$ cat src/rtl/raytrace_frame_ctrl.sv
// raytrace_frame_ctrl: raster pixel issue to the ray core, credit-throttled result FIFO, framebuffer drain.
module raytrace_frame_ctrl #(
   parameter int H_RES        = 640,
   parameter int V_RES        = 480,
   parameter int Z_PLANE      = 31,
   parameter int CORE_LATENCY = 4,
   parameter int FIFO_DEPTH   = 8,
   parameter int ADDR_W       = 19
) (
   input  logic              clk,
   input  logic              rst,
   input  logic              start,
   output logic              busy,
   output logic              done,
   output logic              pix_valid,
   output logic [9:0]        pix_x,
   output logic [8:0]        pix_y,
   output logic [5:0]        pix_z,
   input  logic              core_ltz,
   output logic              fb_we,
   input  logic              fb_ready,
   output logic [ADDR_W-1:0] fb_addr,
   output logic              fb_data
);
   typedef enum logic [1:0] {IDLE, ISSUE, DRAIN, FINISH} state_t;
   localparam int PW = FIFO_DEPTH > 1 ? $clog2(FIFO_DEPTH) : 1;
   localparam int CW = $clog2(FIFO_DEPTH + CORE_LATENCY + 1);
   state_t state, state_nx;
   logic [CORE_LATENCY-1:0] vsr;
   logic [ADDR_W-1:0] asr [CORE_LATENCY];
   logic [ADDR_W-1:0] addr;
   logic [ADDR_W:0] mem [FIFO_DEPTH];
   logic [PW-1:0] wr_ptr, rd_ptr;
   logic [CW-1:0] fifo_count, inflight;
   logic push, pop, empty, full, last_pix, x_wrap;
   always_comb begin
      inflight = '0;
      for (int i = 0; i < CORE_LATENCY; i++) inflight = inflight + CW'(vsr[i]);
   end
   assign empty     = fifo_count == '0;
   assign full      = fifo_count == CW'(FIFO_DEPTH);
   assign push      = vsr[CORE_LATENCY-1];
   assign pop       = !empty && fb_ready;
   assign fb_we     = !empty;
   assign fb_addr   = empty ? '0 : mem[rd_ptr][ADDR_W:1];
   assign fb_data   = !empty && mem[rd_ptr][0];
   // Credits: every in-flight pixel already owns a FIFO slot, so a stalled drain never overflows.
   assign pix_valid = state == ISSUE && (fifo_count + inflight) < CW'(FIFO_DEPTH);
   assign x_wrap    = pix_x == 10'(H_RES - 1);
   assign last_pix  = x_wrap && pix_y == 9'(V_RES - 1);
   assign busy      = state == ISSUE || state == DRAIN;
   assign done      = state == FINISH;
   assign pix_z     = 6'(Z_PLANE);
   always_comb begin
      state_nx = state;
      case (state)
         IDLE:    state_nx = start ? ISSUE : IDLE;
         ISSUE:   state_nx = pix_valid && last_pix ? DRAIN : ISSUE;
         DRAIN:   state_nx = inflight == '0 && fifo_count == CW'(pop) ? FINISH : DRAIN;
         default: state_nx = IDLE;
      endcase
   end
   always_ff @(posedge clk or posedge rst) begin
      if (rst) begin
         state      <= IDLE;
         vsr        <= '0;
         pix_x      <= '0;
         pix_y      <= '0;
         addr       <= '0;
         wr_ptr     <= '0;
         rd_ptr     <= '0;
         fifo_count <= '0;
      end else begin
         state <= state_nx;
         vsr   <= (vsr << 1) | CORE_LATENCY'(pix_valid);
         if (state == IDLE && start) begin
            pix_x <= '0;
            pix_y <= '0;
            addr  <= '0;
         end else if (pix_valid) begin
            addr  <= addr + ADDR_W'(1);
            pix_x <= x_wrap ? '0 : pix_x + 10'd1;
            pix_y <= !x_wrap ? pix_y : last_pix ? '0 : pix_y + 9'd1;
         end
         wr_ptr     <= !push ? wr_ptr : wr_ptr == PW'(FIFO_DEPTH - 1) ? '0 : wr_ptr + PW'(1);
         rd_ptr     <= !pop ? rd_ptr : rd_ptr == PW'(FIFO_DEPTH - 1) ? '0 : rd_ptr + PW'(1);
         fifo_count <= fifo_count + CW'(push) - CW'(pop);
      end
   end
   always_ff @(posedge clk) begin
      asr[0] <= addr;
      for (int i = 1; i < CORE_LATENCY; i++) asr[i] <= asr[i-1];
      if (push) mem[wr_ptr] <= {asr[CORE_LATENCY-1], ~core_ltz};
   end
   assert property (@(posedge clk) disable iff (rst) !(push && full));
endmodule

$ cat config.mk
export PLATFORM = sky130hd
export DESIGN_NAME = raytrace_frame_ctrl
export DESIGN_NICKNAME = d
export VERILOG_FILES = /design/src/rtl/raytrace_frame_ctrl.sv
export SDC_FILE = /design/constraint.sdc
export NUM_CORES = 1
export LEC_CHECK = 0
export BUFFER_PORTS_ARGS = -buffer_cell sky130_fd_sc_hd__buf_4
export CAP_MARGIN = 20
export CORE_ASPECT_RATIO = 1.25
export CORE_UTILIZATION = 54
export CTS_CLUSTER_DIAMETER = 80
export CTS_CLUSTER_SIZE = 12
export DETAILED_ROUTE_END_ITERATION = 10
export PLACE_DENSITY = 0.72
export SYNTH_ARGS = -nofsm -noshare
export SYNTH_HDL_FRONTEND = slang
export SYNTH_SLANG_ARGS = --single-unit
$ cat constraint.sdc
create_clock -name clk -period 5.6 [get_ports clk]
set_clock_uncertainty 0.1 [all_clocks]
set_input_delay 1.68 -clock clk [delete_from_list [all_inputs] [get_ports clk]]
set_output_delay 1.68 -clock clk [all_outputs]
set_load 0.02 [all_outputs]
Word level (Yosys, flattened, before mapping)
Memory sizes are Yosys's and may differ from the RTL's.
Index checks and enable logic that the tools add are counted.
- eq/ne operators: 8
- add/subtract/negate cells: 11
- reduce and logical (&&, ||, !) cells: 15
- muxes and demuxes: 18
- bitwise logic cells: 2
- magnitude comparators: 1
- operator list (operator ; number):
    $mux 19 ; 3
    $mux 9 ; 4
    $mux 10 ; 3
    $add 19x1->19 const B ; 1
    $add 10x1->10 const B ; 1
    $eq 10x10->1 const B ; 1
    $add 9x1->9 const B ; 1
    $eq 9x9->1 const B ; 1
    $logic_not 4->1 ; 2
    $logic_and 1x1->1 ; 7
    $add 3x1->3 const B ; 2
    $eq 3x3->1 const B ; 2
    $mux 3 ; 2
    $pmux 2 s3 ; 1
    $add 3x1->4 ; 1
    $add 4x1->4 ; 1
    $add 4x4->4 ; 1
    $eq 2x2->1 const B ; 2
    $eq 4x1->1 ; 1
    $lt 4x4->1 const B ; 1
    $mux 1 ; 4
    $or 4x1->4 ; 1
    $reduce_bool 2->1 ; 2
    $sub 4x1->4 ; 1
    other kinds (9) ; 9
- memories: 2
- bits of input ports: 5
- bits in writable memories: 236
- output and inout port bits: 49
- register bits after elaboration: 54
- word-level logic and storage cells: 65
- memory list (name ; words ; width ; read ports ; clocked after Yosys merged registers in ; wr ports ; line ; source):
    mem ; 8 ; 20 ; 1 ; 0 ; 1 ; 32 ; logic [ADDR_W:0] mem [FIFO_DEPTH];
    asr ; 4 ; 19 ; 4 ; 0 ; 4 ; 30 ; logic [ADDR_W-1:0] asr [CORE_LATENCY];

Logic depth before layout (Yosys ltp)
- word-level depth: 9
- gate-level depth with buffers: 14
- gate-level depth less buffers: 13

Worst setup path before layout
No wires, ideal clock.
- path type: register to output
- start point: reg vsr[3]
- end point: out pix_valid
- path buffers: 2
- cell stages (with the launch flop): 13
- slack: 1.071 ns
- data arrival time: 2.749 ns
- data required time: 3.820 ns
- cells stage by stage: dfrtp_1 inv_1 fa_1 inv_1 ha_1 ha_1 ha_1 nand4_1 and4_1 buf_2 nor2_1 clkbuf_1 inv_1
- word-level cells in the longest chain between the ends: 4
- RTL lines (what ; line ; source):
    start, declared ; 29 ; logic [CORE_LATENCY-1:0] vsr;
    start signal, assigned ; 75 ; vsr <= (vsr << 1) | CORE_LATENCY'(pix_valid);
    $add 3x1->4 ; 38 ; for (int i = 0; i < CORE_LATENCY; i++) inflight = inflight + CW'(vsr[i]);
    $add 4x4->4 ; 48 ; assign pix_valid = state == ISSUE && (fifo_count + inflight) < CW'(FIFO_DEPTH);
    $lt 4x4->1 ; 48 ;
    $logic_and 1x1->1 ; 48 ;
    end, declared ; 15 ; output logic pix_valid,
No other way between the ends.

Final worst setup path
Same ends and word-level chain as after synthesis.

==> impl_results.md <==
* Core Footprint at 19400 um^2
* Drt pass-1 iters at 4
* Post-synth EDFFs at 160
* NumNets Final at 751
* Clk Latency, worst-skew pair at 0.52 ns
* Wire length of the first global-routing pass at 30.9 mm
* Switching Share at 32.6%
* Prevailing post-synth register cell: edfxtp_1
* Max FO, Critical Path at 16
* Cell breakdown of the critical path: inv_1, fa_1, inv_1, ha_1, ha_1, ha_1, a21oi_1, a21oi_2, buf_4, nor2_2, inv_1, buf_4
* Clock share of power at 24.1%
* Resized cells post-CTS at 0
* Post-Syn Instances at 658
* Buf+Inv Stages, Crit Path at 5
* DIE AREA at 20300 um^2
* Syn. warnings at 0
* TNS Setup at 0 ns
* CTS Buf Count at 28
* Peak supply drop at 466 uV
* Cell Rows at 57
* Reg power frac at 48.1%
* FMAX at 189 MHz
* Avg WL per Cell at 18.9 um
* Initial cell density of the core at 55.0%
* Critical Path End Type: output pin
* RSZ-0062 raised after global routing: no
* Most instantiated library cell after synthesis: edfxtp_1
* Pint at ~0.0048 W
* Grt ovf at 0
* Top post-synthesis cells by count: edfxtp_1, dfxtp_1, dfrtp_1
* Post-synth top area share at 45.1%
* Initial antenna violation count at 0
* Die height at around 160 um
* # setup viols final at 0
* Power per cell area at around 580 nW/um^2
* Slowest CP cell: fa_1
* Leakage at 4.33 nW
* Diodes inserted at 0
* Setup Fix Bufs, Post-CTS at 0
* Die W at roughly 130 um
* Mapped Avg Cell Area at between 15 and 20 um^2
* HPWL Detailed at around 11 mm
* Share of cells above drive strength 1 at 20.8%
* Worst rel slew slack at 27.6%
* Non-filler cells in the finished layout at 1010
* DRC violations left at 0
* Clock Pin Slew Worst Setup and Hold Paths at 0.06 ns
* Sequential cell area at between 7000 and 8000 um^2
* Drt first-iter violations at 381
* Main area contributors after synthesis: edfxtp_1, dfxtp_1, dfrtp_1
* Via/cell ratio at 5.61
* CTS tree: yes
* Cell area after layout at approximately 12000 um^2
* Worst Path Required at 3.82 ns
* Final Hold Fails at 0
* Number of global-route vias before repair at approximately 5900
* Worst Hold Class: register to register
* IO buf count at 47
* Clock root cell: clkbuf_16
* Comb pwr share at 27.9%
* Hold Buf Count CTS at 0
* Seq cells post-synth at 290
* Total GRT Usage at between 10% and 20%
* Fillers at ~1400
* CP arrival at 3.52 ns
* Outcome: finished clean
* Worst path max stage delay at 0.48 ns
* Pins Over Slew Limit at 0
* NetSw at 0.00231 W
* I/O pin count at 54
* CP delay by family, top: adder cells
* Worst setup SP type: register
* Netlist cell types at between 50 and 60
* Sequential fraction of the synthesis area at 72.0%
* Area after DPL at about 11000 um^2
* Worst Tran Pin Value at roughly 1.1 ns
* Multi-input combinational cell area at 2760 um^2
* H-tree levels at 1
* Placed Cells at 958
* R2r setup slk at 1.94 ns
* Synthesized area at 10700 um^2
* Final min period at between 5 and 6 ns
* Routability Congestion at between 0.7 and 0.8
* Sink Count at 290
* Area leader, netlist: edfxtp_1
* Area growth syn-to-layout at 14.3%
* CP Class: register to output pin
* Tcrit/Tclk final at 94.6%
* Max clock buf depth at 3
* Max-cap violations at 0
* Largest net degree at the start of global routing at 30
* Synth async-reset ratio at 18.6%
* Via count at about 5700
* WL final at 19.1 mm
* Post-DRT Antenna Nets at 0
[cells by family (layout without fill, tap and decap cells)]
kind of cell               count (synthesis)  count (layout)  synth area share [%]
AOI/OAI and AO/OA                         76              76                  4.33
xor gates and xnor gates                  14              14                  1.15
adders and majority gates                 23              23                  2.84
buffers and inverters                     61             144                  2.51
DFF                                      290             290                  72.0
muxes                                     63              63                  10.6
other                                      2               6                0.0704
and+or+nand+nor                          129             129                  6.43
[worst register-to-register path, stage by stage, from the launching register on]
cell and delay [ns]:
dfrtp_1 0.47, inv_1 0.08, fa_1 0.48, inv_1 0.04, ha_1 0.17, ha_1 0.29, ha_1 0.29, nand4_1 0.12
and4_1 0.24, buf_4 0.19, o21ai_1 0.74, o21ai_0 0.20, a21oi_1 0.16
[cell type report]
type                    instances  area share [%]
multi-input cells             311            22.6
clock inverters                 1          0.0924
inverters                      28           0.863
well taps                     265            2.72
flip-flops and latches        290            63.0
clock buffers                  51            6.64
repair buffers                 64            4.01
[placed cells by master, fill, tap and decap left out, types with 21 or more instances in the layout]
cell type    n
mux4_2      40
clkbuf_16   29
edfxtp_1   160
inv_1       27
buf_4       63
nand2_1     23
a21oi_1     25
nor2_1      36
ha_1        21
dfrtp_1     52
dfxtp_1     76
clkbuf_1    22
[worst paths after layout]
check,depth (start not counted),end,startpoint
min in group asynchronous,2,addr[2],rst
max,12,pix_valid,vsr[3]
min,0,asr[2][13],asr[1][13]
max reg2reg,12,addr[5],vsr[3]
min reg2reg,0,asr[2][13],asr[1][13]
max in group asynchronous,3,addr[5],rst
[power by group through the flow]
stage	Combinational, W	Clock [W]	Sequential (W)
global route	0.00216	0.00183	0.00348
detailed placement	0.00199	0	0.00345
global placement	0.00193	0	0.00340
floorplan	0.00143	0	0.00324
finish	0.00198	0.00170	0.00341
CTS	0.00200	0.00174	0.00342
[registers in the layout, indices dropped and copies added (netlist names)]
| signal | flops |
|---|---|
| pix_x | 10 |
| asr | 76 |
| rd_ptr | 3 |
| addr | 19 |
| state | 2 |
| mem | 160 |
| vsr | 4 |
| fifo_count | 4 |
| pix_y | 9 |
| wr_ptr | 3 |
[per-layer routing]
layer | part of all wire (%) | track usage, %
met5 | 0 | 0
met4 | 2.7 | 7.38
met3 | 4.5 | 2.49
met2 | 52 | 34.5
met1 | 41 | 25.3
[through the flow]
| step | total power [W] | hold slack (ns) | utilization [%] | setup slack, ns |
|---|---|---|---|---|
| global placement | 0.00533 | 0.210 | 58.5 | 0.728 |
| floorplan | 0.00467 | 0.210 | - | 1.07 |
| finish | 0.00709 | 0.219 | 62.8 | 0.303 |
| global route | 0.00748 | 0.230 | 62.8 | 0.0471 |
| detailed placement | 0.00544 | 0.212 | 58.6 | 0.618 |
| CTS | 0.00716 | 0.221 | 62.8 | 0.0378 |
Note: power is estimated with default switching activity, not from simulation.
